<file path="src/rtl/pca_fit_pkg.sv">
// Shared types and defaults for the constant-memory arbiter.
package pca_fit_pkg;

   localparam int ADDR_W_DEF = 8;
   localparam int DATA_W_DEF = 32;

   typedef enum logic [1:0] {
      IDLE  = 2'd0,
      BURST = 2'd1,
      DONE  = 2'd2
   } state_t;

   typedef enum logic {
      HOST = 1'b0,
      FIT  = 1'b1
   } owner_t;

endpackage

</file>
<file path="src/rtl/pca_rr_arb.sv">
// Two-way round-robin arbiter between host loader and fitter.
// A tie goes to whichever side did not win the previous grant.
module pca_rr_arb
   import pca_fit_pkg::*;
(
   input  logic clk,
   input  logic reset,
   input  logic h_req,
   input  logic f_req,
   input  logic en,
   output logic gnt_valid,
   output logic gnt_fit
);

   owner_t last_q;
   owner_t gnt_owner;

   // Pick the winner for this cycle from the live requests.
   always_comb begin
      gnt_valid = h_req | f_req;
      gnt_owner = HOST;
      if (h_req && f_req) begin
         gnt_owner = (last_q == HOST) ? FIT : HOST;
      end else if (f_req) begin
         gnt_owner = FIT;
      end
   end

   // Remember the last winner; reset favours the fitter on the first tie.
   always_ff @(posedge clk) begin
      if (reset) begin
         last_q <= HOST;
      end else if (en && gnt_valid) begin
         last_q <= gnt_owner;
      end
   end

   assign gnt_fit = (gnt_owner == FIT);

endmodule

</file>
<file path="src/rtl/pca_mem_arbiter.sv">
// Burst arbiter sharing one constant memory between host and fitter.
//
//   state | meaning
//   IDLE  | sample requests, latch owner/address/length/direction on grant
//   BURST | one memory beat per cycle, down-counter reaches zero on last beat
//   DONE  | owner's done pulse, last read data returned
module pca_mem_arbiter
   import pca_fit_pkg::*;
#(
   parameter int ADDR_W = ADDR_W_DEF,
   parameter int DATA_W = DATA_W_DEF
) (
   input  logic              clk,
   input  logic              reset,
   input  logic              h_req,
   input  logic              h_rd_wr,
   input  logic [ADDR_W-1:0] h_addr,
   input  logic [3:0]        h_len,
   input  logic [DATA_W-1:0] h_wdata,
   output logic              h_ack,
   output logic              h_rvalid,
   output logic              h_done,
   input  logic              f_req,
   input  logic [ADDR_W-1:0] f_addr,
   input  logic [3:0]        f_len,
   output logic              f_ack,
   output logic              f_rvalid,
   output logic              f_done,
   output logic [DATA_W-1:0] rdata,
   output logic              mem_en,
   output logic              mem_rd_wr,
   output logic [ADDR_W-1:0] mem_add,
   output logic [DATA_W-1:0] mem_wdata,
   input  logic [DATA_W-1:0] mem_rdata,
   output logic              busy
);

   state_t            state_q;
   state_t            state_d;
   owner_t            owner_q;
   logic              rd_q;
   logic [ADDR_W-1:0] addr_q;
   logic [3:0]        cnt_q;
   logic              rd_pend_q;
   logic              gnt_valid;
   logic              gnt_fit;
   logic              grant_en;
   logic              beat;
   logic              done_c;
   logic              own_fit;

   assign grant_en = (state_q == IDLE);

   pca_rr_arb u_arb (
      .clk       (clk),
      .reset     (reset),
      .h_req     (h_req),
      .f_req     (f_req),
      .en        (grant_en),
      .gnt_valid (gnt_valid),
      .gnt_fit   (gnt_fit)
   );

   // State register plus the burst context latched at grant time.
   always_ff @(posedge clk) begin
      if (reset) begin
         state_q   <= IDLE;
         owner_q   <= HOST;
         rd_q      <= 1'b0;
         addr_q    <= '0;
         cnt_q     <= '0;
         rd_pend_q <= 1'b0;
      end else begin
         state_q   <= state_d;
         rd_pend_q <= beat & rd_q;
         if (state_q == IDLE && gnt_valid) begin
            owner_q <= gnt_fit ? FIT : HOST;
            rd_q    <= gnt_fit ? 1'b1 : h_rd_wr;
            addr_q  <= gnt_fit ? f_addr : h_addr;
            cnt_q   <= gnt_fit ? f_len : h_len;
         end else if (state_q == BURST) begin
            addr_q <= addr_q + ADDR_W'(1);
            if (cnt_q != 4'd0) begin
               cnt_q <= cnt_q - 4'd1;
            end
         end
      end
   end

   // Next-state decode and per-state strobes.
   always_comb begin
      state_d = state_q;
      beat    = 1'b0;
      done_c  = 1'b0;
      case (state_q)
         IDLE: begin
            if (gnt_valid) begin
               state_d = BURST;
            end
         end
         BURST: begin
            beat = 1'b1;
            if (cnt_q == 4'd0) begin
               state_d = DONE;
            end
         end
         DONE: begin
            done_c  = 1'b1;
            state_d = IDLE;
         end
         default: begin
            state_d = IDLE;
         end
      endcase
   end

   assign own_fit   = (owner_q == FIT);

   assign h_ack     = beat & ~own_fit;
   assign f_ack     = beat &  own_fit;
   assign h_done    = done_c & ~own_fit;
   assign f_done    = done_c &  own_fit;
   assign h_rvalid  = rd_pend_q & ~own_fit;
   assign f_rvalid  = rd_pend_q &  own_fit;
   assign rdata     = rd_pend_q ? mem_rdata : '0;

   assign mem_en    = beat;
   assign mem_rd_wr = beat & rd_q;
   assign mem_add   = beat ? addr_q : '0;
   // Only a host burst can be a write, so h_wdata is the sole write source.
   assign mem_wdata = (beat && !rd_q) ? h_wdata : '0;

   assign busy      = (state_q != IDLE);

endmodule

</file>
<file path="config.mk">
export PLATFORM = sky130hd
export DESIGN_NAME = pca_mem_arbiter
export DESIGN_NICKNAME = d
export VERILOG_FILES = /design/src/rtl/pca_fit_pkg.sv /design/src/rtl/pca_rr_arb.sv /design/src/rtl/pca_mem_arbiter.sv
export SDC_FILE = /design/constraint.sdc
export NUM_CORES = 1
export LEC_CHECK = 0
export ABC_CLOCK_PERIOD_IN_PS = 2800
export BUFFER_PORTS_ARGS = -buffer_cell sky130_fd_sc_hd__clkbuf_2
export CAP_MARGIN = 0
export CELL_PAD_IN_SITES_DETAIL_PLACEMENT = 1
export CELL_PAD_IN_SITES_GLOBAL_PLACEMENT = 1
export CORE_MARGIN = 2
export CORE_UTILIZATION = 23
export DETAILED_ROUTE_END_ITERATION = 10
export PLACE_DENSITY_LB_ADDON = 0.1
export SLEW_MARGIN = 30
export SYNTH_ARGS = -nofsm -noshare
export SYNTH_HDL_FRONTEND = slang
export SYNTH_SLANG_ARGS = --single-unit
</file>
<file path="constraint.sdc">
create_clock -name clk -period 2.8 [get_ports clk]
set_input_delay 0.14 -clock clk [delete_from_list [all_inputs] [get_ports clk]]
set_output_delay 0.14 -clock clk [all_outputs]
set_load 0.01 [all_outputs]
</file>
==> flow_summary.yaml <==
worst_setup_path:
  cp.arrival_ns: 1.94
  crit_fanout: 28
  startpoint_type: "flop"
  cp_data_required_time_ns: 2.66
  worst-setup-path-type: "flop to output port"
  worstRegToRegCells: 5
  regToRegEndpoint: "addr_q[3]"
  regToRegStartpoint: "u_arb.last_q"
  timing.critical_path.to_type: "output port"
  timing.reg2reg.setup_slack_ns: 0.89
clock_network:
  cts_made_buffers: 3
  hold_buffers: 0
  clock_tree_from_tritoncts: "done"
  clock-sinks: 17
  root_buffer: "sky130_fd_sc_hd__clkbuf_8"
  worstSkewPairLatency_ns: 0.26
  postCtsSetupBuffers: 0
  clock_tree.htree_level_count: 1
  path_clk_slew_ns: 0.07
  cts_max_path_buffers: 2
  post_cts_resize_count: 0
power_and_ir_drop:
  power_per_cell_area_nw_per_um2: 393
  p_leak_nw: 1.37
  ir_drop_v: 0.000159
routing:
  route.antenna.remaining_nets: 0
  met3WireLength_um: 665
  dr.pass1.iters: 10
  initial_drc_count: 49
  drt_drc_violations_left: 15
  wl_on_met1_um: 2410
  met2_length_um: 2610
  detail_route.wirelength_um: 5720
  route.detailed.wl_per_inst_um: 13.0
  viasPerCell: 4.48
  route.top_layer_used: "met4"
  vias: 1973
placed_design:
  dp.final_hpwl_um: 4880
  place.port_buffers: 173
  finalWeightedCongestion: 0.735
timing:
  final.setup.tns_ns: 0
  max-slew-margin-rel_pct: 41.6
  timing.final.max_slew_violations: 0
  fin_crit_ns: 2.08
  hold_slack_ns: 0.200
  timing.final.crit_share_pct: 74.1
  clock_skew_ns: 0.00718
  timing.fmax_mhz: 482
  hold_viol_final: 0
  setup_repair_after_global_routing_missed_its_margin: "false"
  worst_pin_slew_ns: 0.872
  final_setup_violating_endpoints: 0
floorplanning:
  floorplan.initialDensity_pct: 24.0
  die_h_um: 85.9
  placement_rows: 29
  core_box_area_sq_um: 6420
  die_w_um: 85.9
  die-area_sq_um: 7380
  design.portCount: 174
grt:
  grt-ovfl-total: 0
  grt.total_usage_pct: 15.1
  grt_first_pass_wirelength_um: 9000
  grt_antenna_before_repair: 0
  via_count_of_the_first_global_routing_pass: 1980
  pin_count_of_the_biggest_net_entering_global_routing: 35
yosys:
  post_synthesis_cell_area_sq_um: 1540
  synthCells: 197
  register_area_share_after_synthesis_pct: 22.1
  synth_seq_cells: 17
  post_synth_num_cell_types: 44
  ys.flop_type: "sky130_fd_sc_hd__dfxtp_1"
  syn-mean-instance-area_sq_um: 7.83
  synth.net_count: 292
  yosys_warnings: 0
  async_reset_ff_share_pct: 0
  count_of_flip_flops_with_a_built_in_enable_after_synthesis: 0
final_layout:
  final_nets: 459
  drive_gt1_share_pct: 52.3
  num_antenna_cells: 0
  syn_to_final_growth_pct: 61.3
  fill_cells: 877
min_path:
  timing.hold.worst_path_depth: 3
  holdCritPathClass: "primary input to flop"
  whs_endpoint: "rd_q"
  timing.hold.worst.start: "h_rd_wr"
status:
  violations: "DRC"
  run_status: "finished with violations"
flow_run:
  number_of_maximum_capacitance_constraint_violations: 0
==> cells in the mapped netlist, drive strengths merged (3+ instances only) <==
library cell / count / share of area, %
inv: 5 / 1.4
nor2b: 3 / 1.2
and2: 74 / 30
clkbuf: 7 / 1.7
mux2i: 3 / 1.9
xnor2: 5 / 2.8
a211oi: 16 / 8.1
buf: 7 / 3.8
dfxtp: 17 / 22
nand2: 6 / 1.5
and2b: 6 / 2.9
nor3: 4 / 1.9
mux2: 4 / 3.2
nor2: 12 / 2.9
==> worst max-delay path, cell delays in order (launching register included) <==
cell and delay (ns):
sky130_fd_sc_hd__dfxtp_1 0.33, sky130_fd_sc_hd__nand2b_1 0.41, sky130_fd_sc_hd__nor2_1 0.34, sky130_fd_sc_hd__buf_4 0.28, sky130_fd_sc_hd__and2_1 0.17, sky130_fd_sc_hd__clkbuf_2 0.14
==> stage by stage <==
| stage | total power (W) | cell area (sq um) | instances | util (%) | setup slack (ns) |
|---|---|---|---|---|---|
| 2_1_floorplan | 0.000617 | 1540 | 197 | - | 1.44 |
| 5_1_grt | 0.00105 | 2490 | 440 | 38.7 | 0.489 |
| 6_report | 0.000977 | 2490 | 440 | 38.7 | 0.725 |
| 3_3_place_gp | 0.000792 | 2440 | 436 | 38.0 | 0.925 |
| 4_1_cts | 0.000996 | 2490 | 440 | 38.7 | 0.666 |
| 3_5_place_dp | 0.000802 | 2440 | 436 | 38.0 | 0.837 |
==> where the power goes <==
part           switching, W  internal (W)
Sequential        0.0000439      0.000280
Clock             0.0000915     0.0000989
Combinational      0.000243      0.000220
Total              0.000378      0.000599
==> flip-flops by register name (all words and copies together), names as in the netlist <==
| signal | count |
|---|---|
| rd_pend_q | 1 |
| u_arb.last_q | 1 |
| cnt_q | 4 |
| addr_q | 8 |
| state_q | 2 |
| rd_q | 1 |
==> final cells by class <==
class	count	area (sq um)	area share, %
inverters	5	21.3	0.855
flip-flops and latches	17	340	13.7
clock inverters	1	5.00	0.201
clock buffers	3	41.3	1.66
repair buffers	176	888	35.7
well taps	77	96.3	3.87
multi-input cells	161	1100	44.0
==> worst max-delay path by stage <==
stage,startpoint,end,slack [ns],depth (start not counted)
floorplan,cnt_q[0],cnt_q[1],1.44,5
global placement,u_arb.last_q,addr_q[1],0.92,4
detailed placement,u_arb.last_q,addr_q[3],0.84,5
CTS,state_q[1],mem_wdata[29],0.67,5
global route,state_q[1],mem_wdata[26],0.49,5
finish,state_q[1],mem_wdata[29],0.72,5
==> layer usage <==
metal	GRT usage (%)	vias up
met5	0	-
met4	2.89	0
met3	4.14	4
met2	26.1	120
met1	18.7	856
li1	-	993
==> kinds of logic (layout without fill, tap and decap cells) <==
| logic type | Yosys count | in the layout | share of synthesized area (%) |
|---|---|---|---|
| compound gates | 28 | 28 | 14.8 |
| xor+xnor | 6 | 6 | 3.41 |
| fa+ha+maj | 2 | 2 | 1.62 |
| buf+inv | 19 | 185 | 6.89 |
| flops | 17 | 17 | 22.1 |
| mux | 7 | 7 | 5.11 |
| simple gates | 118 | 118 | 46.1 |
==> cell usage in the layout (no fill, tap or decap), types with 3 or more instances in the layout <==
cell type,count
sky130_fd_sc_hd__buf_4,3
sky130_fd_sc_hd__dfxtp_1,17
sky130_fd_sc_hd__nor2b_1,3
sky130_fd_sc_hd__clkbuf_8,3
sky130_fd_sc_hd__clkbuf_2,173
sky130_fd_sc_hd__and2b_1,6
sky130_fd_sc_hd__and2_1,74
sky130_fd_sc_hd__a211oi_1,15
sky130_fd_sc_hd__nand2_1,6
sky130_fd_sc_hd__nor2_1,12
sky130_fd_sc_hd__xnor2_1,5
sky130_fd_sc_hd__mux2i_1,3
sky130_fd_sc_hd__inv_1,4
Note: power is estimated with default switching activity, not from simulation.
